## config.mk

```make
export PLATFORM = sky130hd
export DESIGN_NAME = reg_window_ctrl
export DESIGN_NICKNAME = d
export VERILOG_FILES = /design/src/rtl/reg_window_ctrl.sv
export SDC_FILE = /design/constraint.sdc
export NUM_CORES = 1
export LEC_CHECK = 0
export CORE_ASPECT_RATIO = 0.6
export CORE_MARGIN = 4
export CORE_UTILIZATION = 40
export DETAILED_ROUTE_END_ITERATION = 10
export GPL_ROUTABILITY_DRIVEN = 0
export PLACE_DENSITY = 0.87
export SYNTH_ARGS = -nofsm -noshare
export SYNTH_HDL_FRONTEND = slang
export SYNTH_SLANG_ARGS = --single-unit
export TNS_END_PERCENT = 30
```

## constraint.sdc

```tcl
create_clock -name Clk -period 7.3 [get_ports Clk]
set_input_delay 0.73 -clock Clk [delete_from_list [all_inputs] [get_ports Clk]]
set_output_delay 0.73 -clock Clk [all_outputs]
set_load 0.02 [all_outputs]
```

## src/rtl/reg_window_ctrl.sv

```systemverilog
// ----------------------------------------------------------------------------
// reg_window_ctrl
//   SPARC V8 register-window controller for the IU register file.
//   Holds CWP and WIM, sequences SAVE / RESTORE / RETT window moves, raises a
//   window overflow (tt=0x05) or underflow (tt=0x06) trap request and holds it
//   until the trap unit acknowledges, and maps logical register numbers to
//   physical register-file indices.
//
// Ports
//   Clk, Clr            clock (rising edge), asynchronous active-low reset
//   save/restore/rett   window-move commands (at most one per cycle in IDLE)
//   wr_cwp, cwp_in      WRPSR load of CWP (wins over any command/ack)
//   wr_wim, wim_in      WRWIM load of WIM
//   trap_ack            trap unit accepts the pending window trap
//   rs1, rs2, rd        logical register numbers 0..31
//   cwp, wim            current window pointer, window invalid mask
//   trap_req, trap_tt   pending window trap and its trap type
//   busy                IU must stall while a window trap is pending
//   ps1, ps2, pd        physical register indices for rs1 / rs2 / rd
// ----------------------------------------------------------------------------
module reg_window_ctrl #(
   parameter int NWINDOWS = 8,
   parameter int CWPW     = 3,
   parameter int PHYW     = 8
) (
   input  logic                Clk,
   input  logic                Clr,
   input  logic                save,
   input  logic                restore,
   input  logic                rett,
   input  logic                wr_cwp,
   input  logic [CWPW-1:0]     cwp_in,
   input  logic                wr_wim,
   input  logic [NWINDOWS-1:0] wim_in,
   input  logic                trap_ack,
   input  logic [4:0]          rs1,
   input  logic [4:0]          rs2,
   input  logic [4:0]          rd,
   output logic [CWPW-1:0]     cwp,
   output logic [NWINDOWS-1:0] wim,
   output logic                trap_req,
   output logic [7:0]          trap_tt,
   output logic                busy,
   output logic [PHYW-1:0]     ps1,
   output logic [PHYW-1:0]     ps2,
   output logic [PHYW-1:0]     pd
);

   typedef enum logic {IDLE, TRAP_PEND} state_e;

   localparam logic [7:0] TT_OVF = 8'h05;
   localparam logic [7:0] TT_UNF = 8'h06;
   localparam logic [NWINDOWS-1:0] WIM_RST = NWINDOWS'(2);

   state_e                state_q, state_d;
   logic [CWPW-1:0]       cwp_q, cwp_d;
   logic [NWINDOWS-1:0]   wim_q, wim_d;
   logic [7:0]            tt_q, tt_d;

   // Window neighbours; CWPW-bit arithmetic wraps modulo NWINDOWS for free.
   logic [CWPW-1:0]       cwp_dec, cwp_inc;
   assign cwp_dec = cwp_q - CWPW'(1);
   assign cwp_inc = cwp_q + CWPW'(1);

   // State register.
   // NOTE: sequential state uses non-blocking assignments so every flop
   // samples the pre-edge values of the others.
   always_ff @(posedge Clk or negedge Clr) begin
      if (!Clr) begin
         state_q <= IDLE;
         cwp_q   <= '0;
         wim_q   <= WIM_RST;
         tt_q    <= '0;
      end else begin
         state_q <= state_d;
         cwp_q   <= cwp_d;
         wim_q   <= wim_d;
         tt_q    <= tt_d;
      end
   end

   // Next-state logic.
   // NOTE: every variable gets a hold default up front so no path through the
   // case/if tree can leave one unassigned and infer a latch.
   always_comb begin
      state_d = state_q;
      cwp_d   = cwp_q;
      wim_d   = wim_q;
      tt_d    = tt_q;

      // The overflow/underflow checks below read wim_q, so a same-cycle
      // WRWIM never affects the command issued alongside it.
      if (wr_wim) wim_d = wim_in;

      // WRPSR wins: any command or trap acknowledge in the same cycle is
      // dropped and the FSM stays where it is.
      if (wr_cwp) begin
         cwp_d = cwp_in;
      end else begin
         unique case (state_q)
            IDLE: begin
               if (save) begin
                  if (wim_q[cwp_dec]) begin
                     state_d = TRAP_PEND;
                     tt_d    = TT_OVF;
                  end else begin
                     cwp_d = cwp_dec;
                  end
               end else if (restore || rett) begin
                  if (wim_q[cwp_inc]) begin
                     state_d = TRAP_PEND;
                     tt_d    = TT_UNF;
                  end else begin
                     cwp_d = cwp_inc;
                  end
               end
            end
            TRAP_PEND: begin
               // Trap entry always moves to the previous window, ignoring WIM.
               if (trap_ack) begin
                  state_d = IDLE;
                  cwp_d   = cwp_dec;
                  tt_d    = '0;
               end
            end
            default: state_d = IDLE;
         endcase
      end
   end

   // Output logic.
   always_comb begin
      trap_req = 1'b0;
      busy     = 1'b0;
      trap_tt  = 8'h00;
      if (state_q == TRAP_PEND) begin
         trap_req = 1'b1;
         busy     = 1'b1;
         trap_tt  = tt_q;
      end
   end

   assign cwp = cwp_q;
   assign wim = wim_q;

   // Globals map straight through; windowed registers slide by 16 per window
   // modulo the 16*NWINDOWS windowed bank, so the ins (r24-31) of window w
   // land on the outs (r8-15) of window w+1.
   function automatic logic [PHYW-1:0] map_reg(input logic [4:0] r,
                                                input logic [CWPW-1:0] w);
      logic [CWPW+3:0] off;
      if (r < 5'd8) begin
         map_reg = PHYW'(r);
      end else begin
         off     = {w, 4'b0000} + (CWPW+4)'(r - 5'd8);
         map_reg = PHYW'(off) + PHYW'(8);
      end
   endfunction

   assign ps1 = map_reg(rs1, cwp_q);
   assign ps2 = map_reg(rs2, cwp_q);
   assign pd  = map_reg(rd,  cwp_q);

   // Only one window-move command may be presented while the FSM is idle.
   a_one_cmd : assert property (@(posedge Clk) disable iff (!Clr)
      (state_q == IDLE) |-> $onehot0({save, restore, rett}));

endmodule

```

==> results.toml <==
[detailed_routing]
first_iter_violations = 31
drt-met1-wl_mm = 1.60
drt.antenna.violating_nets = 0
highest-signal-layer = "met4"
drt-wirelength-per-cell_um = 12.6
dr_wl_met3_um = 228
dr_total_vias = 1165
finalWirelength_mm = 3.14
remaining_drc_errors = 0
vias_per_cell = 4.68
met2_length_mm = 1.30
drt_first_pass_iters = 4

[timing]
timing_max_transition_violations_final = 0
unrepaired_setup_endpoints_after_global_routing = "false"
slew_headroom = 0.532
maxClockFrequency_ghz = 0.259
post-route-min-period_ns = 3.86
timing.setup.tns_ns = 0
finalCritPeriodShare = 0.528
worst_hold_margin_ns = 0.530
final-setup-viol-count = 0
tightestPinTransition_ns = 0.700
setup_slack_ns = 3.44
timing.clock.skew_ns = 0.00670
final_hold_viol_count = 0

[global_route]
first_pass_grt_wire_length_mm = 5.28
initial_antenna_violation_count = 0
overflow_left_after_global_routing = 0
first_global_vias = 1138
grt_start_max_net_pins = 17
grt_use_total = 0.143

[die]
die_area_um2 = 4760
number_of_cell_rows = 16
die_h_um = 55.1
die_width_um = 86.5
ios = 79
effective_utilization_at_floorplan = 0.434
core_region_area_um2 = 3400

[setup_path]
setup.worst_path.end_class = "primary output"
critPathMostFrequentCell = "sky130_fd_sc_hd__ha_1"
critical_path_peak_fanout = 4
critPathArrivalTime_ns = 3.13
worst_ep_required_time_ns = 6.57
start_to_end_type_of_the_worst_setup_path = "primary input to primary output"
reg2regPathDepth = 8
critPathSlowestCell = "sky130_fd_sc_hd__clkdlybuf4s50_1"
worst_path_largest_cell_delay_ns = 0.62
crit_chain = "clkdlybuf4s50_1 -> inv_1 -> ha_1 -> inv_1 -> ha_1 -> ha_1 -> a21oi_1 -> xnor2_1 -> xnor2_1 -> nor2_1 -> clkdlybuf4s50_1"
setup.worst_path.start_class = "primary input"

[clock_tree]
cts_root_buf = "sky130_fd_sc_hd__clkbuf_8"
tritoncts = "built"
cts_hold_buf = 0
clk_transition_reported_paths_ns = 0.06
cts_max_path_buffers = 2
setup_repair_bufs_after_cts = 0
numClockSinks = 15
cts_buffers = 3
clk-insertion-delay-late_ns = 0.25
post_cts_resize_count = 0
max_h_tree_level = 1

[layout]
stdcell_area_um2 = 1990
final_net_count = 255
proportion_of_layout_cells_with_a_drive_suffix_above_1 = 0.113
diodes = 0
synth_to_final_area_change_pct = 34.7

[yosys]
synth.ff_latch_count = 15
syn_area_per_cell_um2 = 9.07
post_synth_inst_count = 163
ys_warn_count = 0
synthesis.area_um2 = 1480
seq_area_frac_synth = 0.255
synth.distinct_cells = 30

[place]
hpwl_mm = 2.60
postPlaceCellArea_um2 = 1950
port_buffers = 55
place_worst_setup_slack_ns = 3.43

[min_path]
timing.hold.worst.class = "flip-flop to flip-flop"
whs_path_depth = 2

[power]
p_leak_nw = 0.863
cellPowerDensity_nw_per_um2 = 388
ir_worst_vdd_v = 0.000196

[flow_run]
cap_violations = 0

[status]
run_status = "finished clean"
worst max-delay path: cells and delay by family:
family	cells	cell delay [ns]
buffers and inverters	4	1.21
adders and majority gates	3	0.62
xor gates and xnor gates	2	0.29
AOI/OAI and AO/OA	1	0.14
and+or+nand+nor	1	0.13
path summary, 6_finish.rpt:
kind	start	slack, ns	end
worst min-delay path	tt_q[2]	0.53	tt_q[2]
min in group asynchronous	Clr	0.90	tt_q[2]
worst max register to register	cwp[0]	4.67	tt_q[0]
max in group asynchronous	Clr	5.95	wim[7]
worst min register to register	tt_q[2]	0.53	tt_q[2]
worst max-delay path	rs2[3]	3.44	ps2[6]
cells by family after synthesis:
group / after synthesis / share of synthesized area
xor gates and xnor gates: 20 / 0.119
other: 1 / 0.00254
and+or+nand+nor: 36 / 0.124
muxes: 17 / 0.136
DFF: 15 / 0.255
buffers and inverters: 38 / 0.145
AOI/OAI and AO/OA: 20 / 0.0830
adders and majority gates: 16 / 0.135
synth_stat cells:
master / n / area, um^2
sky130_fd_sc_hd__or3_1: 2 / 12.5
sky130_fd_sc_hd__o22ai_1: 2 / 12.5
sky130_fd_sc_hd__nor3_1: 9 / 45.0
sky130_fd_sc_hd__nor3b_2: 1 / 12.5
sky130_fd_sc_hd__dfstp_2: 1 / 26.3
sky130_fd_sc_hd__a31oi_1: 2 / 12.5
sky130_fd_sc_hd__or4_4: 1 / 11.3
sky130_fd_sc_hd__nor2_1: 11 / 41.3
sky130_fd_sc_hd__a2bb2oi_1: 1 / 8.76
sky130_fd_sc_hd__mux2_2: 15 / 169
sky130_fd_sc_hd__ha_1: 16 / 200
sky130_fd_sc_hd__buf_4: 19 / 143
sky130_fd_sc_hd__o2bb2ai_1: 1 / 8.76
sky130_fd_sc_hd__nand2_1: 5 / 18.8
sky130_fd_sc_hd__inv_1: 16 / 60.1
sky130_fd_sc_hd__a21oi_1: 7 / 35.0
sky130_fd_sc_hd__and3_1: 1 / 6.26
sky130_fd_sc_hd__o21ai_0: 5 / 25.0
sky130_fd_sc_hd__mux2i_1: 1 / 10.0
sky130_fd_sc_hd__a211oi_2: 1 / 12.5
sky130_fd_sc_hd__mux4_2: 1 / 22.5
sky130_fd_sc_hd__nand3_1: 1 / 5.00
sky130_fd_sc_hd__xnor2_1: 13 / 114
sky130_fd_sc_hd__nor2b_1: 1 / 6.26
sky130_fd_sc_hd__clkbuf_1: 3 / 11.3
sky130_fd_sc_hd__and2_1: 4 / 25.0
sky130_fd_sc_hd__o31ai_1: 1 / 7.51
sky130_fd_sc_hd__dfrtp_1: 14 / 350
sky130_fd_sc_hd__xor2_1: 7 / 61.3
sky130_fd_sc_hd__conb_1: 1 / 3.75
metrics by stage:
step                 util  power, mW  instances
floorplan               -      0.531        167
CTS                 0.585      0.779        249
detailed placement  0.572      0.708        245
finish              0.585      0.772        249
global placement    0.572      0.702        245
global route        0.585      0.840        249
where the power goes:
| part | total (mW) | switching [mW] | internal [mW] |
|---|---|---|---|
| registers | 0.148 | 0.0430 | 0.105 |
| logic | 0.556 | 0.272 | 0.285 |
| clock network | 0.0673 | 0.0287 | 0.0386 |
| total | 0.772 | 0.343 | 0.429 |
registers in the layout, summed over array words and instances, names as in the netlist:
register,count
cwp,3
state_q,1
wim,8
tt_q,3
layout by cell type, fill, tap and decap left out, types with 2 or more instances in the layout:
master	count
sky130_fd_sc_hd__a21oi_1	7
sky130_fd_sc_hd__a31oi_1	2
sky130_fd_sc_hd__and2_1	4
sky130_fd_sc_hd__clkbuf_8	3
sky130_fd_sc_hd__clkdlybuf4s50_1	55
sky130_fd_sc_hd__conb_1	5
sky130_fd_sc_hd__dfrtp_1	14
sky130_fd_sc_hd__ha_1	16
sky130_fd_sc_hd__inv_1	16
sky130_fd_sc_hd__mux2_2	15
sky130_fd_sc_hd__nand2_1	5
sky130_fd_sc_hd__nor2_1	11
sky130_fd_sc_hd__nor3_1	9
sky130_fd_sc_hd__o21ai_0	5
sky130_fd_sc_hd__o22ai_1	2
sky130_fd_sc_hd__or3_1	2
sky130_fd_sc_hd__xnor2_1	13
sky130_fd_sc_hd__xor2_1	7
routing by layer:
layer / up-vias / global-route usage
li1: 604 / -
met1: 524 / 0.196
met2: 35 / 0.218
met3: 2 / 0.0562
met4: 0 / 0.0155
met5: - / 0
area by class of cell:
class	instances	area [um^2]
Tap cell	45	56.3
Inverter	16	60.1
Clock buffer	4	45.0
Sequential cell	15	377
Multi-Input combinational cell	114	902
Fill cell	321	1410
Timing Repair Buffer	55	551
(Power assumes the default switching activity.)
